File: config.mk
export PLATFORM = sky130hd
export DESIGN_NAME = fc_layer_driver
export DESIGN_NICKNAME = d
export VERILOG_FILES = /design/src/rtl/fc_layer_driver.sv
export SDC_FILE = /design/constraint.sdc
export NUM_CORES = 2
export LEC_CHECK = 0
export CAP_MARGIN = 20
export CELL_PAD_IN_SITES_DETAIL_PLACEMENT = 1
export CELL_PAD_IN_SITES_GLOBAL_PLACEMENT = 2
export CORE_AREA = 2 2 420 422
export CTS_BUF_LIST = sky130_fd_sc_hd__clkbuf_16
export DETAILED_ROUTE_END_ITERATION = 8
export DIE_AREA = 0 0 422 424
export GPL_ROUTABILITY_DRIVEN = 0
export GPL_TIMING_DRIVEN = 0
export HOLD_SLACK_MARGIN = 0.05
export PLACE_DENSITY = 0.7
export SLEW_MARGIN = 20
export SYNTH_ARGS = -nofsm -noshare
export SYNTH_HDL_FRONTEND = slang
export SYNTH_SLANG_ARGS = --single-unit
File: constraint.sdc
create_clock -name clk -period 34.5 [get_ports clk]
set_clock_uncertainty 0.1 [all_clocks]
set_input_delay 3.45 -clock clk [delete_from_list [all_inputs] [get_ports clk]]
set_output_delay 3.45 -clock clk [all_outputs]
set_load 0.05 [all_outputs]
File: src/rtl/fc_layer_driver.sv
// fc_layer_driver
// Sequential wrapper around a combinational fully-connected layer. It collects
// a serial activation stream into the parallel vector x. It then holds x stable
// for SETTLE cycles while the layer resolves, samples z, and presents the
// result on a valid/ready port.
//
// Ports
//   clk, rst          clock, asynchronous active-high reset
//   s_valid/s_ready   input beat handshake; s_data activation, s_last end of vector
//   x[0:IN-1]         vector driven to the attached layer
//   z                 layer result (unsigned, already ReLU'd)
//   m_valid/m_ready   result handshake; m_data registered copy of z
//   err_len           one-cycle pulse when a vector is shorter or longer than IN
//
// Optional feature: define FC_DRIVER_DOUBLE_BUFFER_EN for two x banks. With it,
// the next vector fills while the current one settles and is handed off.
//
// state     | meaning
// ----------+-----------------------------------------------------------
// ST_FILL   | no result in flight; accepting beats (or swapping in a full bank)
// ST_SETTLE | x frozen, settle timer counting down to the z sample
// ST_OUT    | m_data valid, waiting for m_ready
module fc_layer_driver #(
  parameter int WIDTH  = 8,
  parameter int IN     = 128,
  parameter int ZW     = WIDTH*2+$clog2(IN),
  parameter int SETTLE = 4
) (
  input  logic             clk,
  input  logic             rst,
  input  logic             s_valid,
  output logic             s_ready,
  input  logic [WIDTH-1:0] s_data,
  input  logic             s_last,
  output logic [WIDTH-1:0] x [0:IN-1],
  input  logic [ZW-1:0]    z,
  output logic             m_valid,
  input  logic             m_ready,
  output logic [ZW-1:0]    m_data,
  output logic             err_len
);

  localparam int IW = (IN > 1) ? $clog2(IN) : 1;
  localparam int CW = 8;
  localparam logic [IW-1:0] IDX_LAST = IW'(IN-1);

  typedef enum logic [1:0] {ST_FILL, ST_SETTLE, ST_OUT} state_t;

  state_t        state, state_nxt;
  logic [IW-1:0] idx;
  logic [CW-1:0] cnt;
  logic          beat, at_last, fill_done, start, capture;

  assign beat      = s_valid && s_ready;
  assign at_last   = (idx == IDX_LAST);
  assign fill_done = beat && (s_last || at_last);
  // m_valid is a state decode so that reset drops it without waiting for a clock.
  assign m_valid   = (state == ST_OUT);

`ifdef FC_DRIVER_DOUBLE_BUFFER_EN
  logic             act;
  logic             fill_full;
  logic [WIDTH-1:0] bank0 [0:IN-1];
  logic [WIDTH-1:0] bank1 [0:IN-1];

  // The fill bank is always the one not driving x.
  assign s_ready = !fill_full;
  assign start   = (state == ST_FILL) && (fill_done || fill_full);

  always_comb begin
    for (int i = 0; i < IN; i++) x[i] = act ? bank1[i] : bank0[i];
  end

  always_ff @(posedge clk or posedge rst) begin
    if (rst) begin
      act       <= 1'b0;
      fill_full <= 1'b0;
    end else if (start) begin
      act       <= ~act;
      fill_full <= 1'b0;
    end else if (fill_done) begin
      fill_full <= 1'b1;
    end
  end

  always_ff @(posedge clk or posedge rst) begin
    if (rst) begin
      for (int i = 0; i < IN; i++) begin
        bank0[i] <= '0;
        bank1[i] <= '0;
      end
    end else if (beat) begin
      for (int i = 0; i < IN; i++) begin
        if (i == int'(idx)) begin
          if (act) bank0[i] <= s_data;
          else     bank1[i] <= s_data;
        end else if (s_last && i > int'(idx)) begin
          if (act) bank0[i] <= '0;
          else     bank1[i] <= '0;
        end
      end
    end
  end
`else
  assign s_ready = (state == ST_FILL);
  assign start   = fill_done;

  // A short vector zero-fills the tail on the same edge as its last beat.
  always_ff @(posedge clk or posedge rst) begin
    if (rst) begin
      for (int i = 0; i < IN; i++) x[i] <= '0;
    end else if (beat) begin
      for (int i = 0; i < IN; i++) begin
        if (i == int'(idx))                    x[i] <= s_data;
        else if (s_last && i > int'(idx))      x[i] <= '0;
      end
    end
  end
`endif

  always_comb begin
    state_nxt = state;
    capture   = 1'b0;
    case (state)
      ST_FILL:   if (start) state_nxt = ST_SETTLE;
      ST_SETTLE: if (cnt == '0) begin
                   state_nxt = ST_OUT;
                   capture   = 1'b1;
                 end
      ST_OUT:    if (m_ready) state_nxt = ST_FILL;
      default:   state_nxt = ST_FILL;
    endcase
  end

  // The settle timer is loaded with SETTLE-1 as the vector completes. The z
  // sample happens on the edge that sees it at zero, SETTLE edges after the
  // edge that took the final beat.
  always_ff @(posedge clk or posedge rst) begin
    if (rst) begin
      state   <= ST_FILL;
      idx     <= '0;
      cnt     <= '0;
      m_data  <= '0;
      err_len <= 1'b0;
    end else begin
      state   <= state_nxt;
      err_len <= fill_done && (s_last != at_last);
      if (fill_done)  idx <= '0;
      else if (beat)  idx <= idx + IW'(1);
      if (start)             cnt <= CW'(SETTLE-1);
      else if (cnt != '0)    cnt <= cnt - CW'(1);
      if (capture) m_data <= z;
    end
  end

endmodule

==> impl_results.md <==
* Post-synth top area share at ~63%
* Later-pin clock latency in the skew report at 810 ps
* Layout cells sized above 1 at 10.9%
* Main synth FF type: dfrtp_1
* Measured slew at the worst slew-check pin at 1220 ps
* Status: complete, no violations
* Die area at roughly 180000 sq um
* Die width at approximately 420 um
* Cell variety after synth at ~90
* Post-CTS Hold Fix Bufs at 0
* Class of the most critical setup path: in2reg
* Clock sinks at roughly 1100
* Longest Clk Path Bufs at 3
* CP startpoint kind: input pin
* Synth top area cells: dfrtp_1 63%, a22o_1 17%, nand2_1 1.7%
* CP endpoint kind: flop
* Critical-path cell list: clkdlybuf4s50_1 > clkinv_1 > clkbuf_1 > clkbuf_1 > ha_1 > clkbuf_1 > nor2_1 > and2_1
* Site row count at 154
* Overflow after GRT at 0
* Number of post-CTS setup repair buffers at 0
* RSZ-0062 raised after global routing: false
* # setup viols final at 0
* Slew HR at 17.9%
* Hold crit path type: reg2reg
* Initial DRC count at roughly 2800
* Delay-heaviest family, CP: buffers and inverters
* CP max stage cell: clkdlybuf4s50_1
* Drt first pass iters at 5
* Number of cells upsized or downsized after cts at 0
* Final nets at 4554
* Syn Inst Count at around 3300
* Peak supply drop at 0.0488 mV
* Total Routing Usage GR at about a quarter
* Vias in the first global route at roughly 38000
* Sw frac at a little under two fifths
* Routed WL at 244000 um
* Synthesis Warnings at 0
* Via count at 36500
* Yosys reg bits at about 1100
* Final period util at about a fifth
* Die height at about 420 um
* Initial Util at about a quarter
* Power Internal at ~2.4 mW
* Via density at between 5 and 6
* Finished Core Util at a little over a third
* PwrDens at about 62 nW/um^2
* Routed Antenna Nets at 0
* Static Leak at 26.5 nW
* TritonCTS clock tree: done
* Crit path buf inv count at 5
* Reg power frac at 36.8%
* Num ports at approximately 1100
* CP peak stage delay at 710 ps
* Min Tclk post-route at 6800 ps
* Root Buffer: clkbuf_16
* Synthesis-to-layout area growth at 44.7%
* Most used cell, CP: clkbuf_1
* Mapped Area at approximately 42000 sq um
* Largest net degree at the start of global routing at between 100 and 150
* Setup TNS at 0 ps
* First-pass GRT wire length at 332000 um
* Core area at ~170000 sq um
* Buffers on Ports at 1077
* Dpl hpwl at approximately 180000 um
* Max Fclk at approximately 0.15 GHz
* Cell taking the most area after synthesis: dfrtp_1
* Final Max Slew Viols at 0
* Clk network pwr share at roughly 36%
* Syn nets at approximately 3300
* Avg Cell Area, Syn at ~13 sq um
* Worst EP arrival at around 7400 ps
* CP max FO at 10
* Max_cap viols at 0
* Hold Fails Final Rpt at 0
* Logic pwr share at between 20% and 30%
* CP Data Required Time at between 30000 and 40000 ps
* Antenna violations before repair at 15
* NetSw at about 1.4 mW
* H-tree levels at 4
* Register area share after synthesis at between 60% and 70%
* Worst-path clk slew at approximately 60 ps
* Number of remaining DRC errors at 0
* CTS buffer count at 130
* Wire per inst at 35.0 um
* Async SR Flop Fraction at 100%
* EDFF count, synth at 0
-- sequential cells by signal (all words and copies together), names as in the netlist --
register	cells
m_data	23
err_len	1
cnt	8
idx	7
state	2
x	1024
-- logic make-up (layout without fill, tap and decap cells) --
kind of cell    count (synthesis)  count (layout)  synth area share (%)
compound gates               1199            1199                  23.1
xor+xnor                        4               4                0.0831
fa+ha+maj                       8               8                 0.237
buf+inv                       352            1707                  3.49
flops                        1065            1065                  63.2
mux                            94              94                  2.33
other cells                     0               5                     0
simple gates                  536             536                  7.57
-- worst min-delay path: stages (launching register included) --
cell and delay (ps):
dfrtp_1 340, nand2_1 50, o21ai_0 60
-- power by group through the flow --
| stage | Clock (mW) | Sequential (mW) | Combinational, mW |
|---|---|---|---|
| after CTS | 1.40 | 1.38 | 1.00 |
| after global placement | 0 | 1.40 | 0.976 |
| after floorplan | 0 | 1.64 | 0.311 |
| after detailed placement | 0 | 1.40 | 1.00 |
| after global routing | 1.45 | 1.39 | 1.04 |
| final | 1.37 | 1.38 | 1.01 |
-- cells in the mapped netlist, types with 5 or more instances --
cell type / n
dfrtp_1: 1065
a22o_1: 840
nand2_1: 187
clkbuf_1: 146
inv_1: 114
o21ai_0: 90
nor2_1: 88
mux2i_1: 61
buf_2: 55
a21oi_1: 54
o2bb2ai_1: 40
o21ai_1: 38
nor3_2: 35
a22oi_1: 30
nor3_1: 30
nand3_1: 29
mux2_2: 25
nor3_4: 22
buf_4: 20
a211oi_1: 17
and2_1: 17
o22ai_1: 16
or3_1: 16
buf_1: 15
nand2b_1: 13
and3_1: 10
nand3b_1: 9
a31oi_1: 8
ha_1: 8
mux2_1: 8
o21a_1: 8
or3b_2: 8
nor2b_1: 7
o31ai_1: 7
a21oi_2: 6
or2_2: 6
a21o_1: 5
nand4_1: 5
nand4bb_1: 5
nor2_2: 5
nor4_1: 5
nor4_2: 5
o211ai_1: 5
-- through the flow --
stage	cell area (sq um)	total power [mW]	hold WS, ps	instances	worst slack [ps]
floorplan	42200	1.96	428	3258	971
global placement	55900	2.38	366	6675	-13250
detailed placement	56800	2.40	370	6714	27050
CTS	61000	3.79	382	6949	27920
global route	61000	3.88	389	6955	27740
finish	61000	3.76	378	6958	27700
-- worst paths after layout --
path                        start  endpoint  slack (ps)  cells after the start
min                        x[417]    x[417]         380                      2
max reg2reg                idx[1]    x[567]       30080                      9
min reg2reg                x[417]    x[417]         380                      2
max                        s_last   err_len       27700                      8
max in group asynchronous     rst    x[869]       28460                      7
min in group asynchronous     rst    x[490]        3040                      2
-- cell usage in the layout, fill, tap and decap left out, types with 14 or more instances in the layout --
cell type	count
inv_1	142
dfrtp_1	1065
clkinv_2	20
buf_16	17
mux2_2	25
o21ai_0	89
o22ai_1	16
a21oi_1	49
clkbuf_1	117
nor3_1	22
a211oi_1	17
or3_1	16
buf_2	58
nand3_1	29
nor2_1	84
a22oi_1	30
nor3_4	24
o2bb2ai_1	40
and2_1	17
clkbuf_2	30
clkinv_1	27
o21ai_1	28
a22o_1	840
mux2i_1	61
buf_1	14
nor3_2	41
nand2_1	187
clkbuf_16	130
clkdlybuf4s50_1	1077
buf_4	33
-- routing by layer --
metal | vias up | routed length (um) | global-route usage, %
met5 | - | 41 | 0
met4 | 6 | 14300 | 13.8
met3 | 457 | 17500 | 7.30
met2 | 1643 | 116000 | 43.8
met1 | 19600 | 95500 | 31.5
li1 | 14800 | - | -
-- cell type report --
class / count / area, sq um
Antenna cell: 5 / 12.5
Buffer: 237 / 1080
Clock buffer: 130 / 3250
Clock inverter: 105 / 908
Fill cell: 18900 / 114000
Inverter: 115 / 439
Multi-Input combinational cell: 1841 / 14300
Sequential cell: 1065 / 26700
Tap cell: 2340 / 2930
Timing Repair Buffer: 1120 / 11500
Power figures use the tool's default switching activity.
